### config.mk
export PLATFORM = sky130hd
export DESIGN_NAME = i2c_cfg_seq_flat
export DESIGN_NICKNAME = d
export VERILOG_FILES = /design/src/rtl/i2c_cfg_seq_if.sv /design/src/rtl/i2c_cfg_seq.sv /design/src/flat_wrapper.sv
export SDC_FILE = /design/constraint.sdc
export NUM_CORES = 1
export LEC_CHECK = 0
export CORE_MARGIN = 3
export CORE_UTILIZATION = 64
export DETAILED_ROUTE_END_ITERATION = 8
export HOLD_SLACK_MARGIN = 0.05
export PLACE_DENSITY_LB_ADDON = 0.3
export SYNTH_ARGS = -nofsm -noshare
export SYNTH_HDL_FRONTEND = slang
export SYNTH_SLANG_ARGS = --single-unit
### constraint.sdc
create_clock -name clk -period 8.8 [get_ports clk]
set_clock_uncertainty 0.05 [all_clocks]
set_input_delay 1.32 -clock clk [delete_from_list [all_inputs] [get_ports clk]]
set_output_delay 1.32 -clock clk [all_outputs]
set_load 0.01 [all_outputs]
### src/rtl/i2c_cfg_seq_if.sv
// i2c_cfg_seq_if: command/response bus between the config sequencer and the byte-level I2C driver.
interface i2c_cfg_seq_if;
    logic        i2c_exec;
    logic        i2c_rh_wl;
    logic [15:0] i2c_addr;
    logic [7:0]  i2c_data_w;
    logic        i2c_done;
    logic        i2c_nack;
    logic [7:0]  i2c_data_r;

    modport master (
        output i2c_exec, i2c_rh_wl, i2c_addr, i2c_data_w,
        input  i2c_done, i2c_nack, i2c_data_r
    );

    modport slave (
        input  i2c_exec, i2c_rh_wl, i2c_addr, i2c_data_w,
        output i2c_done, i2c_nack, i2c_data_r
    );
endinterface

### src/rtl/i2c_cfg_seq.sv
// i2c_cfg_seq: table-driven I2C configuration sequencer (device reset, table walk, verify/retry).
// Optional macro CFG_SEQ_TIMEOUT_EN adds a watchdog on outstanding driver commands.
module i2c_cfg_seq #(
    parameter int unsigned IDX_W          = 6,
    parameter int unsigned RST_CYCLES     = 50000,
    parameter int unsigned POWERUP_WAIT   = 100000,
    parameter int unsigned DELAY_UNIT     = 50000,
    parameter int unsigned MAX_RETRY      = 3,
    parameter int unsigned TIMEOUT_CYCLES = 1000000
) (
    input  logic             clk,
    input  logic             rst,
    input  logic             start,
    output logic             dev_rstn_out,
    output logic [IDX_W-1:0] tbl_idx,
    input  logic [25:0]      tbl_entry,
    i2c_cfg_seq_if.master    i2c,
    output logic             init_done,
    output logic             init_err,
    output logic [IDX_W-1:0] err_idx
);

    // One shared counter covers reset hold, power-up wait, delay ops and the watchdog.
    localparam longint unsigned DLY_MAX  = 64'(16'hFFFF) * 64'(DELAY_UNIT);
    localparam longint unsigned WAIT_MAX = (RST_CYCLES > POWERUP_WAIT) ? 64'(RST_CYCLES) : 64'(POWERUP_WAIT);
    localparam longint unsigned TMO_MAX  = (WAIT_MAX > 64'(TIMEOUT_CYCLES)) ? WAIT_MAX : 64'(TIMEOUT_CYCLES);
    localparam longint unsigned CNT_MAX  = (DLY_MAX > TMO_MAX) ? DLY_MAX : TMO_MAX;
    localparam int unsigned     CNT_W    = $clog2(CNT_MAX + 64'd1);
    localparam int unsigned     RTY_W    = (MAX_RETRY < 1) ? 1 : $clog2(MAX_RETRY + 1);

    localparam logic [1:0] OP_WRITE        = 2'b00;
    localparam logic [1:0] OP_WRITE_VERIFY = 2'b01;
    localparam logic [1:0] OP_DELAY        = 2'b10;
    localparam logic [1:0] OP_END          = 2'b11;

    localparam logic [3:0] S_RST_HOLD = 4'd0;
    localparam logic [3:0] S_PWR_WAIT = 4'd1;
    localparam logic [3:0] S_FETCH    = 4'd2;
    localparam logic [3:0] S_DECODE   = 4'd3;
    localparam logic [3:0] S_WR_ISSUE = 4'd4;
    localparam logic [3:0] S_WR_WAIT  = 4'd5;
    localparam logic [3:0] S_RD_ISSUE = 4'd6;
    localparam logic [3:0] S_RD_WAIT  = 4'd7;
    localparam logic [3:0] S_DLY      = 4'd8;
    localparam logic [3:0] S_NEXT     = 4'd9;
    localparam logic [3:0] S_DONE     = 4'd10;
    localparam logic [3:0] S_ERR      = 4'd11;

    typedef struct packed {
        logic [1:0]  op;
        logic [15:0] addr;
        logic [7:0]  data;
    } cfg_entry_t;

    logic [3:0]       state_q, state_d;
    logic [CNT_W-1:0] cnt_q, cnt_d;
    logic [RTY_W-1:0] rty_q, rty_d;
    cfg_entry_t       ent_q, ent_d;
    cfg_entry_t       entry_c;
    logic [IDX_W-1:0] idx_d;
    logic             rstn_d;
    logic             exec_q, exec_d;
    logic             rh_wl_q, rh_wl_d;
    logic [15:0]      addr_q, addr_d;
    logic [7:0]       wdata_q, wdata_d;
    logic             done_d, err_d;
    logic [IDX_W-1:0] err_idx_d;
    logic             fail_c;

    assign entry_c        = tbl_entry;
    assign i2c.i2c_exec   = exec_q;
    assign i2c.i2c_rh_wl  = rh_wl_q;
    assign i2c.i2c_addr   = addr_q;
    assign i2c.i2c_data_w = wdata_q;

    // State and output registers.
    always_ff @(posedge clk) begin
        if (rst) begin
            state_q      <= S_RST_HOLD;
            cnt_q        <= '0;
            rty_q        <= '0;
            ent_q        <= '0;
            tbl_idx      <= '0;
            dev_rstn_out <= 1'b0;
            exec_q       <= 1'b0;
            rh_wl_q      <= 1'b0;
            addr_q       <= '0;
            wdata_q      <= '0;
            init_done    <= 1'b0;
            init_err     <= 1'b0;
            err_idx      <= '0;
        end else begin
            state_q      <= state_d;
            cnt_q        <= cnt_d;
            rty_q        <= rty_d;
            ent_q        <= ent_d;
            tbl_idx      <= idx_d;
            dev_rstn_out <= rstn_d;
            exec_q       <= exec_d;
            rh_wl_q      <= rh_wl_d;
            addr_q       <= addr_d;
            wdata_q      <= wdata_d;
            init_done    <= done_d;
            init_err     <= err_d;
            err_idx      <= err_idx_d;
        end
    end

    // Next-state and next-output logic; exec is a one-cycle pulse by default.
    always_comb begin
        state_d   = state_q;
        cnt_d     = cnt_q;
        rty_d     = rty_q;
        ent_d     = ent_q;
        idx_d     = tbl_idx;
        rstn_d    = dev_rstn_out;
        exec_d    = 1'b0;
        rh_wl_d   = rh_wl_q;
        addr_d    = addr_q;
        wdata_d   = wdata_q;
        done_d    = init_done;
        err_d     = init_err;
        err_idx_d = err_idx;
        fail_c    = 1'b0;

        case (state_q)
            S_RST_HOLD: begin
                rstn_d = 1'b0;
                if (cnt_q == CNT_W'(RST_CYCLES - 1)) begin
                    rstn_d  = 1'b1;
                    cnt_d   = '0;
                    state_d = S_PWR_WAIT;
                end else begin
                    cnt_d = cnt_q + CNT_W'(1);
                end
            end
            S_PWR_WAIT: begin
                if (cnt_q == CNT_W'(POWERUP_WAIT - 1)) begin
                    cnt_d   = '0;
                    idx_d   = '0;
                    state_d = S_FETCH;
                end else begin
                    cnt_d = cnt_q + CNT_W'(1);
                end
            end
            S_FETCH: state_d = S_DECODE;
            S_DECODE: begin
                ent_d = entry_c;
                rty_d = '0;
                case (entry_c.op)
                    OP_WRITE, OP_WRITE_VERIFY: begin
                        exec_d  = 1'b1;
                        rh_wl_d = 1'b0;
                        addr_d  = entry_c.addr;
                        wdata_d = entry_c.data;
                        cnt_d   = '0;
                        state_d = S_WR_ISSUE;
                    end
                    OP_DELAY: begin
                        cnt_d   = CNT_W'(64'(entry_c.addr) * 64'(DELAY_UNIT));
                        state_d = S_DLY;
                    end
                    OP_END: begin
                        done_d  = 1'b1;
                        state_d = S_DONE;
                    end
                endcase
            end
            S_WR_ISSUE: state_d = S_WR_WAIT;
            S_WR_WAIT: begin
                if (i2c.i2c_done) begin
                    if (i2c.i2c_nack) begin
                        fail_c = 1'b1;
                    end else if (ent_q.op == OP_WRITE_VERIFY) begin
                        exec_d  = 1'b1;
                        rh_wl_d = 1'b1;
                        cnt_d   = '0;
                        state_d = S_RD_ISSUE;
                    end else begin
                        state_d = S_NEXT;
                    end
                end
`ifdef CFG_SEQ_TIMEOUT_EN
                else if (cnt_q == CNT_W'(TIMEOUT_CYCLES - 1)) begin
                    fail_c = 1'b1;
                end else begin
                    cnt_d = cnt_q + CNT_W'(1);
                end
`endif
            end
            S_RD_ISSUE: state_d = S_RD_WAIT;
            S_RD_WAIT: begin
                if (i2c.i2c_done) begin
                    if (i2c.i2c_nack || (i2c.i2c_data_r != ent_q.data)) begin
                        fail_c = 1'b1;
                    end else begin
                        state_d = S_NEXT;
                    end
                end
`ifdef CFG_SEQ_TIMEOUT_EN
                else if (cnt_q == CNT_W'(TIMEOUT_CYCLES - 1)) begin
                    fail_c = 1'b1;
                end else begin
                    cnt_d = cnt_q + CNT_W'(1);
                end
`endif
            end
            S_DLY: begin
                // A zero count still spends one cycle here before moving on.
                if (cnt_q <= CNT_W'(1)) begin
                    state_d = S_NEXT;
                end else begin
                    cnt_d = cnt_q - CNT_W'(1);
                end
            end
            S_NEXT: begin
                if (tbl_idx == '1) begin
                    done_d  = 1'b1;
                    state_d = S_DONE;
                end else begin
                    idx_d   = tbl_idx + IDX_W'(1);
                    state_d = S_FETCH;
                end
            end
            S_DONE, S_ERR: begin
                if (start) begin
                    done_d  = 1'b0;
                    err_d   = 1'b0;
                    rstn_d  = 1'b0;
                    cnt_d   = '0;
                    state_d = S_RST_HOLD;
                end
            end
            default: state_d = S_RST_HOLD;
        endcase

        // Shared retry path: rewrite the entry until the retry budget is spent.
        if (fail_c) begin
            if (rty_q < RTY_W'(MAX_RETRY)) begin
                rty_d   = rty_q + RTY_W'(1);
                exec_d  = 1'b1;
                rh_wl_d = 1'b0;
                cnt_d   = '0;
                state_d = S_WR_ISSUE;
            end else begin
                err_d     = 1'b1;
                err_idx_d = tbl_idx;
                state_d   = S_ERR;
            end
        end
    end

endmodule

### src/flat_wrapper.sv
// flat-port wrapper written by rule: the top's interface ports become plain ports
module i2c_cfg_seq_flat 
#(
    parameter int unsigned IDX_W          = 6,
    parameter int unsigned RST_CYCLES     = 50000,
    parameter int unsigned POWERUP_WAIT   = 100000,
    parameter int unsigned DELAY_UNIT     = 50000,
    parameter int unsigned MAX_RETRY      = 3,
    parameter int unsigned TIMEOUT_CYCLES = 1000000
)
  (clk, rst, start, dev_rstn_out, tbl_idx, tbl_entry, init_done, init_err, err_idx, i2c_i2c_exec, i2c_i2c_rh_wl, i2c_i2c_addr, i2c_i2c_data_w, i2c_i2c_done, i2c_i2c_nack, i2c_i2c_data_r);
  i2c_cfg_seq_if i2c_i ();
  input  logic clk;
  input  logic rst;
  input  logic start;
  output logic dev_rstn_out;
  output logic [IDX_W-1:0] tbl_idx;
  input  logic [25:0] tbl_entry;
  output logic init_done;
  output logic init_err;
  output logic [IDX_W-1:0] err_idx;
  output wire logic [$bits(i2c_i.i2c_exec)-1:0] i2c_i2c_exec;
  output wire logic [$bits(i2c_i.i2c_rh_wl)-1:0] i2c_i2c_rh_wl;
  output wire logic [$bits(i2c_i.i2c_addr)-1:0] i2c_i2c_addr;
  output wire logic [$bits(i2c_i.i2c_data_w)-1:0] i2c_i2c_data_w;
  input wire logic [$bits(i2c_i.i2c_done)-1:0] i2c_i2c_done;
  input wire logic [$bits(i2c_i.i2c_nack)-1:0] i2c_i2c_nack;
  input wire logic [$bits(i2c_i.i2c_data_r)-1:0] i2c_i2c_data_r;
  assign i2c_i2c_exec = i2c_i.i2c_exec;
  assign i2c_i2c_rh_wl = i2c_i.i2c_rh_wl;
  assign i2c_i2c_addr = i2c_i.i2c_addr;
  assign i2c_i2c_data_w = i2c_i.i2c_data_w;
  assign i2c_i.i2c_done = i2c_i2c_done;
  assign i2c_i.i2c_nack = i2c_i2c_nack;
  assign i2c_i.i2c_data_r = i2c_i2c_data_r;
  i2c_cfg_seq #(.IDX_W(IDX_W), .RST_CYCLES(RST_CYCLES), .POWERUP_WAIT(POWERUP_WAIT), .DELAY_UNIT(DELAY_UNIT), .MAX_RETRY(MAX_RETRY), .TIMEOUT_CYCLES(TIMEOUT_CYCLES)) u_core (.clk(clk), .rst(rst), .start(start), .dev_rstn_out(dev_rstn_out), .tbl_idx(tbl_idx), .tbl_entry(tbl_entry), .i2c(i2c_i), .init_done(init_done), .init_err(init_err), .err_idx(err_idx));
endmodule
Yosys cells after proc, flatten, opt, wreduce, memory -nomap -nowiden. Index checks and enable logic that the tools add are counted.

Memories kept: 0. Output and inout port bits: 41. Bits in latches: 0. ROM bits: 0. RAM bits: 0. Register bits after elaboration: 89.

Magnitude comparators: 2. Shift operators: 0. Add/sub/neg operators: 4. Divide/modulo/power cells: 0. Equality and inequality tests: 32. Bitwise gates (word level): 1. Reductions and logical operators: 14. Muxes and demuxes: 60. Multiply operators: 1.

Operators with widths (count): $mux W32 (9); $pmux W32 S6 (1); $pmux W32 S2 (1); $mux W4 (12); $pmux W4 S11 (1); $add A32 B1 Y32 const B (1); $eq A32 B16 Y1 const B (1); $eq A32 B17 Y1 const B (1); $le A32 B1 Y1 const B (1); $sub A32 B1 Y32 const B (1); $mul A16 B12 Y28 const B (1); $mux W1 (24); $eq A4 B3 Y1 const B (4); $eq A4 B4 Y1 const B (4); $ne A3 B2 Y1 const B (5); $mux W6 (2); $pmux W4 S3 (1); $pmux W6 S2 (1); $ne A3 B1 Y1 const B (3); $eq A4 B2 Y1 const B (2); $ne A8 B8 Y1 (1); $pmux W1 S2 (4); $reduce_and A8 Y1 (1); $add A6 B1 Y6 const B (1); other kinds (20) (31).

Logic depth before layout (Yosys ltp). Gate-level depths: netlist of the first run.

Word-level depth: 7. Gate-level depth with buffers: 17. Gate-level depth less buffers: 17.

Least setup slack after synthesis of the first run. Ideal clock, no wire load.

Path kind: input-to-reg. From: input port tbl_entry[12]. To: register u_core.cnt_q[29]. Arrival: 5.278 ns. Buffers on the path: 0. Stages on the path: 17. Path slack: 3.410 ns. Path through: ha_1 ha_1 xnor2_1 ha_1 a31o_2 fa_1 inv_1 fa_1 inv_1 ha_1 a21oi_1 nor2b_1 a311oi_1 nor2_1 a211o_1 a2111o_1 nand3_1.

Word-level cells in the longest chain between the ends: 5.

Ends and longest elaborated chain: start, declared (RTL line flat_wrapper.sv:18) `input logic [25:0] tbl_entry;`; $mul A16 B12 Y28 * (RTL line i2c_cfg_seq.sv:160) `cnt_d = CNT_W'(64'(entry_c.addr) * 64'(DELAY_UNIT));`; $pmux W32 S2 * (RTL line i2c_cfg_seq.sv:150) `case (entry_c.op)`; $pmux W32 S6 * (RTL line i2c_cfg_seq.sv:126) `case (state_q)`; $mux W32 (RTL line i2c_cfg_seq.sv:239) `if (rty_q < RTY_W'(MAX_RETRY)) begin`; $mux W32 * (RTL line i2c_cfg_seq.sv:238) `if (fail_c) begin`; end signal, assigned (RTL line i2c_cfg_seq.sv:94) `cnt_q <= cnt_d;`; end, declared (RTL line i2c_cfg_seq.sv:56) `logic [CNT_W-1:0] cnt_q, cnt_d;`.

Every way passes the cells marked *; elsewhere a longest branch is shown, timed or not. A chain may end at the register's enable or synchronous reset.

Worst setup path after layout of the first run.
From: input port tbl_entry[9]. To: register u_core.cnt_q[31].

The elaborated chain is that of the path after synthesis.

==> results.py, run 1 <==
metrics = {
    "outcome": {
        "status": "finished, final reports clean",
    },
    "clocking": {
        "cts_htree_levels": 3,
        "clkTransAtPathRegs_ns": 0.07,
        "hold_buffers": 0,
        "cts_tree": "built",
        "insertion_delay_ns": 0.36,
        "cts.sinks": 89,
        "cts_root_buf": "clkbuf_16",
        "cts.path.max_buffers": 2,
        "postCtsSetupRepairBufs": 0,
        "cts_resized": 0,
        "cts_buffers": 9,
    },
    "detailed_routing": {
        "dr.pass1.iters": 9,
        "routed_via_density": 6.462,
        "ant_nets": 0,
        "vias": 8808,
        "wl_per_cell_um": 18.14,
        "totalWireLength_um": 24720,
        "drt-initial-drc-count": 958,
        "drc_errors": 0,
    },
    "grt": {
        "grt_pass1_wl_um": 39770,
        "grt_max_degree": 52,
        "met1_usage_pct": 43.37,
        "grt.busiest_layer": "met2",
        "gr-total-overflow": 0,
        "use_met3_pct": 5.767,
        "grt_pass1_vias": 8280,
        "grt_use_total_pct": 32.33,
        "antenna_found_initial": 0,
        "met2_usage_pct": 51.05,
    },
    "critical_path": {
        "r2r_cells": 7,
        "critPathKind": "primary input to register",
        "worstPathCellList": "clkdlybuf4s50_1, ha_1, ha_1, xor2_1, ha_1, a31o_2, fa_1, inv_1, fa_1, inv_1, ha_1, nand2_1, a221oi_1, a211oi_1, o21ai_0, nand3_1, a2111o_1, nand3_1",
        "start_kind": "primary input",
        "endpoint_kind": "register",
        "crit_required_ns": 9.05,
        "slowest_delay_ns": 0.65,
        "cp_slowest_cell": "clkdlybuf4s50_1",
        "cpMostUsedCell": "ha_1",
        "arrival_ns": 6.46,
        "path_max_fanout": 8,
    },
    "job": {
        "maxCapViolations": 0,
    },
    "die": {
        "fp.dieW_um": 124.1,
        "ioPinCount": 80,
        "start_util_pct": 66.39,
        "core_um2": 13450,
        "die_h_um": 124.1,
        "rows": 42,
        "die_area_um2": 15410,
    },
    "timing": {
        "whs_ns": 0.4050,
        "finalCritPeriodShare_pct": 70.48,
        "timing.slew.headroom_pct": 23.06,
        "fmax_ghz": 0.1612,
        "rsz0062_at_grt": "false",
        "layout_setup_ws_ns": 2.597,
        "tns_ns": 0,
        "drv_slew": 0,
        "hold_viol": 0,
        "min_period_ns": 6.203,
        "setup_violations": 0,
        "worst_pin_slew_ns": 1.145,
    },
    "final_layout": {
        "drive_gt1_share_pct": 4.549,
        "area_growth_pct": 13.21,
        "fillers": 1011,
        "diodes": 0,
        "nNetsFinal": 1373,
        "postLayoutCellArea_um2": 10110,
        "layout.cells.non_filler": 1363,
    },
    "placement": {
        "dpl.hpwl_um": 18510,
        "dp_slack_ns": 2.382,
        "placed_cells": 1347,
        "globalplace.congestion": 0.9668,
        "io_buffers": 79,
        "placed_area_um2": 9807,
    },
    "hold_path": {
        "hold_class": "register to register",
        "whs_path_depth": 2,
    },
    "power_and_ir_drop": {
        "p_leak_nw": 4.291,
        "p_per_area_nw_per_um2": 196.5,
        "peakVddDrop_v": 0.0001300,
    },
    "yosys": {
        "postSynth.asyncResetShare_pct": 0,
        "syn-cell-area_um2": 8931,
        "synth_common_cells": "nand2_1 (136), inv_1 (119), ha_1 (116), a21oi_1 (97), dfxtp_1 (89)",
        "yosysTopAreaCellShare_pct": 19.95,
        "synth_flop_cell": "dfxtp_1",
        "yosysWarnings": 0,
        "yosys-top-cells-area": "dfxtp_1 (20%), ha_1 (16%), fa_1 (8.1%)",
        "syn-instance-count": 1141,
        "seq_area_frac_synth_pct": 19.95,
        "synth_area_per_cell_um2": 7.827,
        "netlist-cell-type-count": 79,
        "synth_most_common_cell": "nand2_1",
        "synth_enable_flop_cells": 0,
        "synth-seq-cells": 89,
        "synth_nets": 1332,
        "yosysTopAreaCell": "dfxtp_1",
    },
}
cell families after synthesis:
kind of cell | synth area share [%]
adders and majority gates | 24.32
buffers and inverters | 7.495
xor gates and xnor gates | 4.119
DFF | 19.95
and+or+nand+nor | 21.60
AOI/OAI and AO/OA | 21.71
muxes | 0.7986
registers in the layout (all words and copies together) (netlist names), 2 cells and up:
register and flops:
u_core.i2c.i2c_data_w 8, u_core.i2c.i2c_addr 16, u_core.ent_q 10, u_core.err_idx 6
u_core.tbl_idx 6, u_core.cnt_q 32, u_core.state_q 4, u_core.rty_q 2
routing by layer:
metal  wire length, um  up-vias
met4               806        0
met5                 0        -
met3              2151       70
met1             10320     4112
li1                  -     4186
met2             11450      440
worst max-delay path, delay by kind of cell:
kind | cells | cell delay, ns
compound gates | 5 | 1.54
simple gates | 3 | 0.32
buf+inv | 3 | 0.76
xor+xnor | 1 | 0.18
fa+ha+maj | 6 | 2.33
final timing paths:
kind,slack (ns),from,end
worst min-delay path,0.40,u_core.i2c.i2c_data_w[0],u_core.i2c.i2c_data_w[0]
worst max register to register,5.54,u_core.ent_q[25],u_core.cnt_q[5]
worst max-delay path,2.60,tbl_entry[9],u_core.cnt_q[31]
worst min register to register,0.40,u_core.i2c.i2c_data_w[0],u_core.i2c.i2c_data_w[0]
report_power, final:
part           internal [mW]  switching (mW)  total [mW]
Combinational          0.457           0.700        1.16
Sequential             0.408          0.0130       0.421
Clock                  0.204           0.204       0.408
Total                   1.07           0.917        1.99
stage by stage:
stage / total power [mW] / utilization (%)
after floorplan: 1.275 / -
after global placement: 1.505 / 72.90
after detailed placement: 1.541 / 72.90
after CTS: 1.964 / 75.16
after global routing: 2.142 / 75.16
final: 1.986 / 75.16
placed cells by master, fill, tap and decap left out, drive strengths merged, types with 9 or more instances in the layout:
cell,netlist,final
a211oi,11,11
a21o,9,9
a21oi,97,97
a221oi,10,10
a31oi,11,11
and3,13,13
buf,5,10
clkbuf,53,9
clkdlybuf4s50,0,78
dfxtp,89,89
fa,36,36
ha,116,116
inv,119,124
nand2,136,136
nand3,36,36
nand4,17,17
nor2,70,70
nor3,30,30
nor4,19,19
o2111ai,9,9
o211ai,11,11
o21ai,45,45
or3,12,12
or4,10,10
xnor2,18,18
xor2,24,24
cell type report:
| type | count | area (um2) | share of cell area, % |
|---|---|---|---|
| Clock inverter | 7 | 78.83 | 0.7796 |
| Clock buffer | 9 | 225.2 | 2.227 |
| Timing Repair Buffer | 88 | 853.3 | 8.440 |
| Sequential cell | 89 | 1782 | 17.62 |
| Inverter | 119 | 446.7 | 4.418 |
| Tap cell | 176 | 220.2 | 2.178 |
| Multi-Input combinational cell | 875 | 6505 | 64.34 |
Power figures use the tool's default switching activity.
==> inputs of run 2 (changes only) <==
Settings changed: CORE_UTILIZATION 64 to 54.
Clock period 8.8 ns to 5.4 ns, I/O delays scaled along.
==> results.py, run 2 (synthesis gave the netlist of run 1 again) <==
metrics = {
    "outcome": {
        "status": "finished, final reports clean",
    },
    "clocking": {
        "cts_tree": "built",
        "cts.path.max_buffers": 2,
        "insertion_delay_ns": 0.36,
        "cts_root_buf": "clkbuf_16",
        "cts_htree_levels": 3,
        "clkTransAtPathRegs_ns": 0.07,
        "cts.sinks": 89,
        "cts_buffers": 9,
    },
    "placement": {
        "dp_slack_ns": -0.3443,
        "globalplace.congestion": 1.002,
        "placed_cells": 1456,
        "dpl.hpwl_um": 19720,
        "io_buffers": 79,
    },
    "grt": {
        "gr-total-overflow": 0,
        "grt_pass1_vias": 8566,
        "grt_pass1_wl_um": 42520,
        "use_met3_pct": 4.881,
        "grt_max_degree": 52,
        "met1_usage_pct": 39.09,
        "met2_usage_pct": 46.42,
        "grt_use_total_pct": 28.55,
        "antenna_found_initial": 0,
        "grt.busiest_layer": "met2",
    },
    "power_and_ir_drop": {
        "p_per_area_nw_per_um2": 334.7,
        "p_leak_nw": 4.647,
        "finalPower_mw": 3.593,
        "peakVddDrop_v": 0.0002323,
    },
    "final_layout": {
        "diodes": 0,
        "area_growth_pct": 20.17,
        "layout_common_cells": "nand2_1 (136), inv_1 (119), ha_1 (115), a21oi_1 (95), dfxtp_1 (89)",
        "nNetsFinal": 1443,
        "fin_util_pct": 66.84,
        "fillers": 1334,
        "layout.cells.non_filler": 1473,
        "final_common_cell": "nand2_1",
        "largest_register": "u_core.cnt_q",
        "largest_reg_flops": 32,
        "drive_gt1_share_pct": 10.34,
    },
    "critical_path": {
        "path_max_fanout": 4,
        "cp_slowest_cell": "clkdlybuf4s50_1",
        "endpoint_kind": "register",
        "slowest_delay_ns": 0.55,
        "start_kind": "primary input",
        "arrival_ns": 5.39,
        "critPathKind": "primary input to register",
        "cpMostUsedCell": "inv_1",
        "worstPathCellList": "clkdlybuf4s50_1, ha_1, ha_1, buf_4, inv_1, fa_1, inv_1, fa_1, inv_1, fa_1, inv_1, ha_1, a211oi_1, o31ai_1, o21ai_0, a211oi_1, a311oi_1, or4_1, o211ai_1",
        "crit_required_ns": 5.60,
    },
    "job": {
        "maxCapViolations": 0,
    },
    "timing": {
        "timing.slew.headroom_pct": 16.34,
        "min_period_ns": 5.191,
        "finalCritPeriodShare_pct": 96.13,
        "layout_setup_ws_ns": 0.2088,
        "drv_slew": 0,
        "setup_violations": 0,
        "worst_pin_slew_ns": 1.248,
        "hold_viol": 0,
        "rsz0062_at_grt": "false",
        "fmax_ghz": 0.1926,
    },
    "detailed_routing": {
        "wl_per_cell_um": 17.56,
        "ant_nets": 0,
        "drc_errors": 0,
        "vias": 8953,
        "totalWireLength_um": 25860,
        "drt-initial-drc-count": 857,
        "routed_via_density": 6.078,
        "dr.pass1.iters": 8,
    },
    "hold_path": {
        "hold_class": "register to register",
    },
    "die": {
        "start_util_pct": 55.62,
        "die_area_um2": 18120,
        "die_h_um": 134.6,
        "core_um2": 16060,
        "rows": 46,
        "ioPinCount": 80,
        "fp.dieW_um": 134.6,
    },
}
run 2: cell count changes in the layout (fill, tap and decap cells not counted), moves of 2 or more:
cell	before	now
buf_4	9	79
inv_8	4	0
a21oi_1	97	95
a21oi_2	0	2
clkdlybuf4s50_1	78	76
dlymetal6s2s_1	0	2
run 2: worst paths after layout:
path	start	to	slack, ns	cells past startpoint
hold reg to reg	u_core.i2c.i2c_data_w[5]	u_core.i2c.i2c_data_w[5]	0.41	2
hold / removal	u_core.i2c.i2c_data_w[5]	u_core.i2c.i2c_data_w[5]	0.41	2
setup reg to reg	u_core.state_q[0]	u_core.cnt_q[11]	1.93	7
setup / recovery	tbl_entry[16]	u_core.cnt_q[30]	0.21	19
run 2: per-stage QoR:
stage | setup TNS, ns | hold WS, ns | instance area [um2]
after global routing | 0 | 0.4278 | 10730
after floorplan | 0 | 0.3943 | 8931
after detailed placement | -1.694 | 0.3978 | 10380
final | 0 | 0.4057 | 10730
after CTS | 0 | 0.4075 | 10680
after global placement | -0.5542 | 0.3926 | 10380
run 2: per-layer routing:
metal | part of all wire, % | wire, um
met5 | 0 | 0
met4 | 2.3 | 591
met3 | 7.7 | 1999
met2 | 47 | 12040
met1 | 43 | 11230
run 2: area by class of cell:
class	instances	area (um2)	share of cell area, %
multi-input cells	875	6546	60.99
flip-flops and latches	89	1782	16.60
repair buffers	158	1384	12.89
inverters	119	446.7	4.162
well taps	216	270.3	2.518
clock buffers	11	242.7	2.262
clock inverters	5	61.31	0.5712
run 2: worst max-delay path: cells and delay by family:
family | cells | cell delay, ns
AND/OR/NAND/NOR | 1 | 0.17
buffers and inverters | 6 | 0.85
AO/OA/AOI/OAI | 6 | 1.25
adder cells (fa/ha/maj) | 6 | 2.30
run 2: where the power goes:
group	switching, mW	internal (mW)	leakage [nW]
Sequential	0.0218	0.665	0.718
Clock	0.296	0.376	0.151
Combinational	1.22	1.02	3.78
run 2: repair_timing:
item	in CTS	in global routing
hold buffers	0	0
setup endpoints to repair	0	7
setup buffers	0	1
resized for setup	0	9
